[config.mk]
export PLATFORM = sky130hd
export DESIGN_NAME = uart_tx_buffered_flat
export DESIGN_NICKNAME = d
export VERILOG_FILES = /design/src/rtl/uart_pkg.sv /design/src/rtl/uart_tx_buffered_if.sv /design/src/rtl/uart_tx_buffered_sync_fifo.sv /design/src/rtl/uart_tx_buffered.sv /design/src/flat_wrapper.sv
export SDC_FILE = /design/constraint.sdc
export NUM_CORES = 1
export LEC_CHECK = 0
export CELL_PAD_IN_SITES_DETAIL_PLACEMENT = 1
export CELL_PAD_IN_SITES_GLOBAL_PLACEMENT = 1
export CORE_MARGIN = 2
export CORE_UTILIZATION = 47
export CTS_CLUSTER_DIAMETER = 80
export CTS_CLUSTER_SIZE = 40
export DETAILED_ROUTE_END_ITERATION = 12
export GPL_ROUTABILITY_DRIVEN = 0
export PLACE_DENSITY = 0.82
export SYNTH_ARGS = -nofsm -noshare
export SYNTH_HDL_FRONTEND = slang
export SYNTH_SLANG_ARGS = --single-unit
[constraint.sdc]
create_clock -name clk -period 2.85 [get_ports clk]
set_clock_uncertainty 0.1 [all_clocks]
set_input_delay 0.4275 -clock clk [delete_from_list [all_inputs] [get_ports clk]]
set_output_delay 0.4275 -clock clk [all_outputs]
set_load 0.02 [all_outputs]
[src/rtl/uart_pkg.sv]
// Shared UART definitions: FSM state encoding, CPU-visible addresses and defaults.
// The overflow flag of uart_tx_buffered is enabled by defining UART_TX_OVERFLOW_FLAG_EN.
package uart_pkg;

    typedef enum logic [1:0] {
        IDLE  = 2'd0,
        START = 2'd1,
        DATA  = 2'd2,
        STOP  = 2'd3
    } uart_state_e;

    localparam logic [31:0] UART_ADDR        = 32'h0000_FF00;
    localparam logic [31:0] UART_STATUS_ADDR = 32'h0000_FF04;

    localparam int unsigned DEFAULT_CLKS_PER_BIT = 434;
    localparam int unsigned DEFAULT_FIFO_DEPTH   = 16;

    // Word returned by a load from UART_STATUS_ADDR.
    function automatic logic [31:0] status_word(input logic busy, input logic full);
        return {30'b0, busy, full};
    endfunction

endpackage

[src/rtl/uart_tx_buffered_if.sv]
// CPU-side interface of the buffered UART transmitter.
// UART_TX_OVERFLOW_FLAG_EN adds the ovf/ovf_clr pair.
interface uart_tx_buffered_if #(
    parameter int unsigned FIFO_DEPTH = 16
);
    localparam int unsigned CNT_W = $clog2(FIFO_DEPTH) + 1;

    logic             wr_en;
    logic [7:0]       wr_data;
    logic             full;
    logic             busy;
    logic [CNT_W-1:0] count;
    logic             uart_tx;
`ifdef UART_TX_OVERFLOW_FLAG_EN
    logic             ovf_clr;
    logic             ovf;

    modport master (
        output wr_en, wr_data, ovf_clr,
        input  full, busy, count, uart_tx, ovf
    );

    modport slave (
        input  wr_en, wr_data, ovf_clr,
        output full, busy, count, uart_tx, ovf
    );
`else
    modport master (
        output wr_en, wr_data,
        input  full, busy, count, uart_tx
    );

    modport slave (
        input  wr_en, wr_data,
        output full, busy, count, uart_tx
    );
`endif

endinterface

[src/rtl/uart_tx_buffered_sync_fifo.sv]
// Single-clock FIFO with occupancy count; a pop in the same cycle frees room for a push.
module sync_fifo #(
    parameter  int unsigned DEPTH = 16,
    parameter  int unsigned WIDTH = 8,
    localparam int unsigned CNT_W = $clog2(DEPTH) + 1
) (
    input  logic             clk,
    input  logic             rst,
    input  logic             wr_en,
    input  logic [WIDTH-1:0] wr_data,
    input  logic             rd_en,
    output logic [WIDTH-1:0] rd_data,
    output logic             full,
    output logic             empty,
    output logic [CNT_W-1:0] count,
    output logic             drop
);
    localparam int unsigned AW = $clog2(DEPTH);

    logic [WIDTH-1:0] mem [DEPTH];
    logic [AW-1:0]    wr_ptr;
    logic [AW-1:0]    rd_ptr;
    logic [CNT_W-1:0] cnt;
    logic             do_push;
    logic             do_pop;

    assign full    = (cnt == CNT_W'(DEPTH));
    assign empty   = (cnt == '0);
    assign do_pop  = rd_en && !empty;
    assign do_push = wr_en && (!full || do_pop);
    assign drop    = wr_en && !do_push;
    assign rd_data = mem[rd_ptr];
    assign count   = cnt;

    // Pointers wrap naturally because DEPTH is a power of two.
    always_ff @(posedge clk) begin
        if (rst) begin
            wr_ptr <= '0;
            rd_ptr <= '0;
            cnt    <= '0;
        end else begin
            if (do_push) wr_ptr <= wr_ptr + AW'(1);
            if (do_pop)  rd_ptr <= rd_ptr + AW'(1);
            if (do_push && !do_pop)      cnt <= cnt + CNT_W'(1);
            else if (do_pop && !do_push) cnt <= cnt - CNT_W'(1);
        end
    end

    always_ff @(posedge clk) begin
        if (do_push) mem[wr_ptr] <= wr_data;
    end

endmodule

[src/rtl/uart_tx_buffered.sv]
// Buffered 8N1 UART transmitter: CPU stores land in a FIFO, the FSM serialises LSB first.
// Defining UART_TX_OVERFLOW_FLAG_EN adds a sticky overflow flag with clear input.
module uart_tx_buffered
    import uart_pkg::*;
#(
    parameter int unsigned CLKS_PER_BIT = DEFAULT_CLKS_PER_BIT,
    parameter int unsigned FIFO_DEPTH   = DEFAULT_FIFO_DEPTH
) (
    input  logic               clk,
    input  logic               rst,
    uart_tx_buffered_if.slave  bus
);
    localparam int unsigned CNT_W     = $clog2(FIFO_DEPTH) + 1;
    localparam int unsigned BW        = (CLKS_PER_BIT > 1) ? $clog2(CLKS_PER_BIT) : 1;
    localparam logic [BW-1:0] BAUD_LAST = BW'(CLKS_PER_BIT - 1);

    uart_state_e      state_q, state_d;
    logic [BW-1:0]    baud_q, baud_d;
    logic [2:0]       bit_q, bit_d;
    logic [7:0]       shift_q, shift_d;
    logic             tx_q, tx_d;
    logic             pop_c;

    logic [7:0]       head;
    logic             fifo_full;
    logic             fifo_empty;
    logic             fifo_drop;
    logic [CNT_W-1:0] fifo_count;

    sync_fifo #(
        .DEPTH (FIFO_DEPTH),
        .WIDTH (8)
    ) u_fifo (
        .clk     (clk),
        .rst     (rst),
        .wr_en   (bus.wr_en),
        .wr_data (bus.wr_data),
        .rd_en   (pop_c),
        .rd_data (head),
        .full    (fifo_full),
        .empty   (fifo_empty),
        .count   (fifo_count),
        .drop    (fifo_drop)
    );

    // Next-state logic; a frame ending with data waiting chains straight into the next start bit.
    always_comb begin
        state_d = state_q;
        baud_d  = baud_q + BW'(1);
        bit_d   = bit_q;
        shift_d = shift_q;
        tx_d    = tx_q;
        pop_c   = 1'b0;

        case (state_q)
            IDLE: begin
                baud_d = '0;
                tx_d   = 1'b1;
                if (!fifo_empty) begin
                    pop_c   = 1'b1;
                    shift_d = head;
                    tx_d    = 1'b0;
                    state_d = START;
                end
            end
            START: begin
                if (baud_q == BAUD_LAST) begin
                    baud_d  = '0;
                    bit_d   = '0;
                    tx_d    = shift_q[0];
                    state_d = DATA;
                end
            end
            DATA: begin
                if (baud_q == BAUD_LAST) begin
                    baud_d = '0;
                    if (bit_q == 3'd7) begin
                        tx_d    = 1'b1;
                        state_d = STOP;
                    end else begin
                        bit_d = bit_q + 3'd1;
                        tx_d  = shift_q[bit_q + 3'd1];
                    end
                end
            end
            STOP: begin
                if (baud_q == BAUD_LAST) begin
                    baud_d = '0;
                    if (!fifo_empty) begin
                        pop_c   = 1'b1;
                        shift_d = head;
                        tx_d    = 1'b0;
                        state_d = START;
                    end else begin
                        tx_d    = 1'b1;
                        state_d = IDLE;
                    end
                end
            end
            default: begin
                baud_d  = '0;
                tx_d    = 1'b1;
                state_d = IDLE;
            end
        endcase
    end

    always_ff @(posedge clk) begin
        if (rst) begin
            state_q <= IDLE;
            baud_q  <= '0;
            bit_q   <= '0;
            shift_q <= '0;
            tx_q    <= 1'b1;
        end else begin
            state_q <= state_d;
            baud_q  <= baud_d;
            bit_q   <= bit_d;
            shift_q <= shift_d;
            tx_q    <= tx_d;
        end
    end

    assign bus.uart_tx = tx_q;
    assign bus.full    = fifo_full;
    assign bus.busy    = !fifo_empty || (state_q != IDLE);
    assign bus.count   = fifo_count;

`ifdef UART_TX_OVERFLOW_FLAG_EN
    logic ovf_q;

    // Sticky on any dropped write; a drop in the clearing cycle keeps it set.
    always_ff @(posedge clk) begin
        if (rst)              ovf_q <= 1'b0;
        else if (fifo_drop)   ovf_q <= 1'b1;
        else if (bus.ovf_clr) ovf_q <= 1'b0;
    end

    assign bus.ovf = ovf_q;
`else
    logic unused_drop;
    assign unused_drop = fifo_drop;
`endif

endmodule

[src/flat_wrapper.sv]
// flat-port wrapper written by rule: the top's interface ports become plain ports
module uart_tx_buffered_flat import uart_pkg::*;
#(
    parameter int unsigned CLKS_PER_BIT = DEFAULT_CLKS_PER_BIT,
    parameter int unsigned FIFO_DEPTH   = DEFAULT_FIFO_DEPTH
)
  (clk, rst, bus_wr_en, bus_wr_data, bus_full, bus_busy, bus_count, bus_uart_tx);
  uart_tx_buffered_if #(.FIFO_DEPTH(FIFO_DEPTH)) bus_i ();
  input  logic clk;
  input  logic rst;
  input wire logic [$bits(bus_i.wr_en)-1:0] bus_wr_en;
  input wire logic [$bits(bus_i.wr_data)-1:0] bus_wr_data;
  output wire logic [$bits(bus_i.full)-1:0] bus_full;
  output wire logic [$bits(bus_i.busy)-1:0] bus_busy;
  output wire logic [$bits(bus_i.count)-1:0] bus_count;
  output wire logic [$bits(bus_i.uart_tx)-1:0] bus_uart_tx;
  assign bus_i.wr_en = bus_wr_en;
  assign bus_i.wr_data = bus_wr_data;
  assign bus_full = bus_i.full;
  assign bus_busy = bus_i.busy;
  assign bus_count = bus_i.count;
  assign bus_uart_tx = bus_i.uart_tx;
  uart_tx_buffered #(.CLKS_PER_BIT(CLKS_PER_BIT), .FIFO_DEPTH(FIFO_DEPTH)) u_core (.clk(clk), .rst(rst), .bus(bus_i));
endmodule
# Word level (Yosys, flattened, before mapping)
# Memory sizes are Yosys's and may differ from the RTL's. A register that Yosys moved wholly into a read port is not among the register bits.
# Cells that the tools add are included.
dict set report totals {
  regBits 36
  ram_bits 128
  in_bits 11
  output_inout_bits 8
  elab_cells 82
  n_memories 1
}
dict set report op_classes {
  n_addsub 6
  n_lt_le_gt_ge 1
  eq_ne 12
  muxes 33
  n_reduce_logical 21
}
# name words width rd rd_ports_with_merged_regs wr line
set mem_list {}
lappend mem_list {u_core.u_fifo.mem 16 8 1 1 1 uart_tx_buffered_sync_fifo.sv:20} ;# logic [WIDTH-1:0] mem [DEPTH];
# cell n
set op_table {}
lappend op_table {{$pmux W9 S2} 1}
lappend op_table {{$mux W8} 2}
lappend op_table {{$pmux W8 S2} 1}
lappend op_table {{$mux W1} 11}
lappend op_table {{$mux W2} 5}
lappend op_table {{$mux W5} 2}
lappend op_table {{$add A9 B1 Y9 const B} 1}
lappend op_table {{$eq A9 B9 Y1 const B} 1}
lappend op_table {{$mux W3} 3}
lappend op_table {{$mux W9} 1}
lappend op_table {{$add A4 B1 Y4 const B} 2}
lappend op_table {{$mux W4} 2}
lappend op_table {{$ne A2 B1 Y1 const B} 4}
lappend op_table {{$pmux W2 S4} 1}
lappend op_table {{$reduce_bool A2 Y1} 4}
lappend op_table {{$pmux W3 S2} 1}
lappend op_table {{$add A5 B1 Y5 const B} 1}
lappend op_table {{$eq A5 B5 Y1 const B} 1}
lappend op_table {{$logic_not A5 Y1} 1}
lappend op_table {{$reduce_and A5 Y1} 1}
lappend op_table {{$sub A5 B1 Y5 const B} 1}
lappend op_table {{$eq A2 B2 Y1 const B} 2}
lappend op_table {{$logic_and A1 B1 Y1} 4}
lappend op_table {{$logic_not A1 Y1} 4}
lappend op_table {{14 further kinds} 16}

# Logic depth before layout (Yosys ltp)
dict set report depth {
  ltp_word 11
  mapped_depth 14
  ltp_nobuf 14
}

# By module
# Synthesis repeated with hierarchy kept, for this count alone.
dict set report hier_totals {
  cells_unflattened 446
  hier_area_um2 6989.2
}
# module n_inst cells_per_inst area_each_um2 seq_area_each_um2
set by_module_without_submodules {}
lappend by_module_without_submodules {sync_fifo 1 313 5785.5 4184.0}
lappend by_module_without_submodules {uart_tx_buffered 1 133 1203.7 460.4}

# Worst setup path before layout
# OpenSTA, ideal clock, no wires.
dict set report synth_timing {
  path_type {register -> register}
  from {reg u_core.u_fifo.cnt[0], in the netlist u_core.u_fifo.count[0]}
  to {reg u_core.u_fifo.cnt[4], in the netlist u_core.u_fifo.count[4]}
  setup_time_ns 0.121
  arrival_ns 2.976
  required_ns 2.629
  setup_slack_ns -0.346
  stages_incl_launch_ff 13
  path_buffers 0
  period_less_slack_ns 3.196
  cell_sequence {dfxtp_1 -> nor4_1 -> and2_1 -> o21a_1 -> nor2_1 -> ha_1 -> inv_1 -> ha_1 -> nor2b_1 -> o21a_1 -> or3_1 -> a21oi_1 -> mux2_2}
}
dict set report synth_via {
  word_cells_on_any_way 19
  classes_between {2 x add/sub; 1 x eq/ne; 5 x mux; 11 x reduce/logical}
}
# item line
set synth_rtl {}
lappend synth_rtl {{from (decl)} uart_tx_buffered_sync_fifo.sv:23} ;# logic [CNT_W-1:0] cnt;
lappend synth_rtl {{from (signal assigned)} uart_tx_buffered_sync_fifo.sv:44} ;# if (do_push && !do_pop) cnt <= cnt + CNT_W'(1);
lappend synth_rtl {{from (signal assigned)} uart_tx_buffered_sync_fifo.sv:45} ;# else if (do_pop && !do_push) cnt <= cnt - CNT_W'(1);
lappend synth_rtl {{$eq A5 B5 Y1 (*)} uart_tx_buffered_sync_fifo.sv:27} ;# assign full = (cnt == CNT_W'(DEPTH));
lappend synth_rtl {{net bus_full} flat_wrapper.sv:13} ;# output wire logic [$bits(bus_i.full)-1:0] bus_full;
lappend synth_rtl {{$logic_not A1 Y1 (*)} uart_tx_buffered_sync_fifo.sv:30} ;# assign do_push = wr_en && (!full || do_pop);
lappend synth_rtl {{$logic_or A1 B1 Y1 (*)} uart_tx_buffered_sync_fifo.sv:30}
lappend synth_rtl {{$logic_and A1 B1 Y1 (*)} uart_tx_buffered_sync_fifo.sv:30}
lappend synth_rtl {{net u_core.u_fifo.do_push} uart_tx_buffered_sync_fifo.sv:24} ;# logic do_push;
lappend synth_rtl {{$logic_not A1 Y1} uart_tx_buffered_sync_fifo.sv:45}
lappend synth_rtl {{$logic_and A1 B1 Y1} uart_tx_buffered_sync_fifo.sv:45}
lappend synth_rtl {{$reduce_bool A2 Y1 (no source line)} n/a}
# Mark *: on every way through the listed nets, which the timed path passes. The rest lies on a longest branch. The select of a mux whose other input is x is not followed.
# A chain may end at the register's enable or synchronous reset.

# Final worst setup path
dict set report layout_timing {
  from {reg u_core.baud_q[1]}
  to {reg u_core.u_fifo.cnt[4], in the netlist u_core.u_fifo.count[4]}
}
dict set report layout_via {
  elab_chain_len 9
  word_cells_on_any_way 12
  classes_between {1 x eq/ne; 3 x mux; 8 x reduce/logical}
}
# item line
set layout_rtl {}
lappend layout_rtl {{from (decl)} uart_tx_buffered.sv:18} ;# logic [BW-1:0] baud_q, baud_d;
lappend layout_rtl {{from (signal assigned)} uart_tx_buffered.sv:117} ;# baud_q <= baud_d;
lappend layout_rtl {{$eq A9 B9 Y1 (*)} uart_tx_buffered.sv:87} ;# if (baud_q == BAUD_LAST) begin
lappend layout_rtl {{$mux W1 (*)} uart_tx_buffered.sv:87}
lappend layout_rtl {{$pmux W1 S2 (*)} uart_tx_buffered.sv:55} ;# case (state_q)
lappend layout_rtl {{$logic_and A1 B1 Y1 (*)} uart_tx_buffered_sync_fifo.sv:29} ;# assign do_pop = rd_en && !empty;
lappend layout_rtl {{$logic_or A1 B1 Y1 (*)} uart_tx_buffered_sync_fifo.sv:30}
lappend layout_rtl {{$logic_and A1 B1 Y1 (*)} uart_tx_buffered_sync_fifo.sv:30}
lappend layout_rtl {{net u_core.u_fifo.do_push} uart_tx_buffered_sync_fifo.sv:24}
lappend layout_rtl {{$logic_not A1 Y1} uart_tx_buffered_sync_fifo.sv:45}
lappend layout_rtl {{$logic_and A1 B1 Y1} uart_tx_buffered_sync_fifo.sv:45}
lappend layout_rtl {{$reduce_bool A2 Y1 (no source line)} n/a}
# Mark *: on every way through the listed nets, which the timed path passes. The rest lies on a longest branch.

==> results_dict.tcl <==
set metrics [dict create \
    status "finished, violations left" \
    violations "setup timing" \
    crit_required_ns 3.07 \
    fin_ws_ns -0.3505 \
    synth_xor_area_frac 0.01611 \
    viasPerCell 5.733 \
    slowest_stage "or3_4" \
    mappedNetlistNets 466 \
    path_max_fanout 3 \
    die_area_um2 16030 \
    num_vias 4036 \
    grt_pass1_vias 4350 \
    drive_gt1_frac 0.2596 \
    track_usage 0.2106 \
    setup_violations 3 \
    cts_inserted_buffers 17 \
    synth_cells 435 \
    clkSinkCount 168 \
    slew_headroom 0.5152 \
    yosysTopAreaCellShare 0.5439 \
    synth_area_um2 7067 \
    synthMuxAreaShare 0.1298 \
    dpl_worst_slack_ns -0.2494 \
    synth_top_family_by_area "multiplexers" \
    synth_cell_types 49 \
    synth_top_area_cell "edfxtp_1" \
    synth-edff-count 128 \
    start_util 0.4844 \
    totalWireLength_mm 16.24 \
    synth_compound_area_frac 0.05453 \
    htree_levels 4 \
    power_density_nw_per_um2 851.0 \
    antenna_cells 0 \
    numPortBuffers 18 \
    syn2layout_area_growth_pct 18.31 \
    firstDrtPassIters 4 \
    synthSimpleGateAreaFrac 0.07950 \
    clk_path_buf_depth 2 \
    final_nets 539 \
    critPathArrivalTime_ns 3.42 \
    slew_viol_final 0 \
    yosysMostFrequentCell "edfxtp_1" \
    ys_ff_latch 168 \
    rsz0062_at_grt "true" \
    fin_crit_ns 3.200 \
    dpl.cell_count 668 \
    clkTransAtPathRegs_ns 0.07 \
    cp-start-kind "flip-flop" \
    p_leak_nw 2.888 \
    ant_nets 0 \
    utilization 0.5731 \
    finalHoldViolations 0 \
    fin_cells 704 \
    worstSetupPathType "flip-flop to flip-flop" \
    core_um2 14590 \
    ios 19 \
    slowest_delay_ns 0.40 \
    multi_input_area_um2 2311 \
    drc 0 \
    cts-root-buf "clkbuf_16" \
    ys_warn_count 0 \
    critPathCaptureType "flip-flop" \
    rows 44 \
    ys.flop_type "edfxtp_1" \
    tritoncts "done" \
    drt_iter0_drc 318 \
    dieWidth_um 126.6 \
    grt_max_degree 25 \
    grt_pass1_wl_mm 25.25 \
    grt-ovfl-total 0 \
    synth_common_cells "edfxtp_1 (128), dfxtp_1 (40), nor2_1 (36), mux4_2 (26), a21oi_1 (22)" \
    antenna_found_initial 0 \
    ys_async_sr_fraction 0 \
    place_hpwl_mm 10.43 \
    clock_latency_ns 0.43 \
    fin_crit_sh 1.123 \
    fillers 1320 \
    wl_per_cell_um 23.07 \
    hold_path_class "flip-flop to flip-flop" \
    avgSynthCellArea_um2 16.25 \
    synthAdderAreaFrac 0.03647 \
    vdd_drop_max_v 0.0004709 \
    maxCapViolCount 0 \
    crit_chain "inv_2 -> ha_4 -> and4b_2 -> a31oi_4 -> o21a_1 -> nor2_1 -> ha_2 -> inv_4 -> ha_4 -> nor2b_4 -> o21a_1 -> or3_4 -> a21oi_4 -> mux2_4" \
    fp.dieH_um 126.6 \
    tightest_slew_ns 0.7249 \
    fmax_mhz 312.5 \
    seq_area_um2 4653 \
    yosysSeqAreaShare 0.6572 \
    yosys-top-cells-area "edfxtp_1 (54%), dfxtp_1 (11%), mux4_2 (8.3%)" \
]
==> path summary, 6_finish.rpt <==
check | start | end | slack [ns] | cells past startpoint
worst max register to register | u_core.baud_q[1]$_SDFF_PP0_ | u_core.u_fifo.count[4]$_SDFFE_PP0P_ | -0.35 | 14
worst min register to register | u_core.bit_q[2]$_SDFFE_PP0P_ | u_core.bit_q[2]$_SDFFE_PP0P_ | 0.38 | 2
worst min-delay path | u_core.bit_q[2]$_SDFFE_PP0P_ | u_core.bit_q[2]$_SDFFE_PP0P_ | 0.38 | 2
worst max-delay path | u_core.baud_q[1]$_SDFF_PP0_ | u_core.u_fifo.count[4]$_SDFFE_PP0P_ | -0.35 | 14
==> timing repair <==
action / CTS / global route
pin swaps: 3 / 9
hold buffers: 0 / 0
gates resized for setup: 6 / 9
endpoints found under the hold margin: 0 / 0
buffers inserted: 1 / 4
endpoints found under the setup margin: 1 / 3
gates cloned: 0 / 0
==> final cells by class <==
class	instances	area share
clock inverters	14	0.01512
inverters	13	0.006136
well taps	184	0.02754
repair buffers	69	0.06735
multi-input cells	239	0.2764
flip-flops and latches	168	0.5566
clock buffers	17	0.05088
==> per-layer routing <==
layer / wire length (um) / track usage / vias to the layer above
li1: - / - / 1832
met5: 0 / 0 / -
met2: 8486 / 0.3627 / 103
met4: 221 / 0.07304 / 0
met3: 658 / 0.03669 / 20
met1: 6872 / 0.2711 / 2081
==> placed cells by master (no fill, tap or decap), types with 6 or more instances in the layout <==
cell type,count
a21oi_1,21
nand3_1,11
inv_1,11
nor2_1,35
and3_1,7
inv_6,6
ha_1,15
mux4_2,26
xor2_1,9
clkdlybuf4s50_1,18
a22o_1,8
buf_4,51
mux4_1,8
a211oi_1,8
o21ai_0,6
dfxtp_1,35
mux2i_1,11
nand2_1,10
edfxtp_1,128
nor2b_1,10
clkbuf_16,17
==> worst max-delay path: cells and delay by family, from the launching register on <==
| family | cells | cell delay [ns] |
|---|---|---|
| flops | 1 | 0.36 |
| simple gates | 4 | 0.85 |
| mux | 1 | 0.30 |
| compound gates | 4 | 0.79 |
| buf+inv | 2 | 0.14 |
| fa+ha+maj | 3 | 0.56 |
==> power breakdown <==
group	leakage, nW	internal [W]	switching, W	total [W]
clock	0.271	0.00115	0.00101	0.00216
combinational	1.13	0.000991	0.00101	0.00200
sequential	1.48	0.00278	0.000166	0.00295
==> per-stage QoR <==
stage,cell area (um2),power [W],setup TNS (ns),hold WS [ns]
6_report,8361,0.007115,-0.4908,0.3815
5_1_grt,8361,0.007411,-0.8164,0.4159
4_1_cts,8285,0.007005,-0.2607,0.3860
3_5_place_dp,7709,0.004763,-0.2494,0.3633
3_3_place_gp,7709,0.004638,-0.09760,0.3587
2_1_floorplan,7089,0.004155,-0.1995,0.3342
==> logic make-up after synthesis <==
kind of cell / after synthesis
compound gates: 55
xor+xnor: 13
fa+ha+maj: 20
buf+inv: 28
flops: 168
mux: 46
simple gates: 105
==> sequential cells by signal (all words and copies together) (netlist names), named ones only <==
signal,count
u_core.u_fifo.mem,128
u_core.baud_q,9
u_core.shift_q,8
u_core.u_fifo.count,5
u_core.u_fifo.rd_ptr,4
u_core.u_fifo.wr_ptr,4
u_core.bit_q,3
u_core.state_q,2
u_core.bus.uart_tx,1
Note: power is estimated with default switching activity, not from simulation.
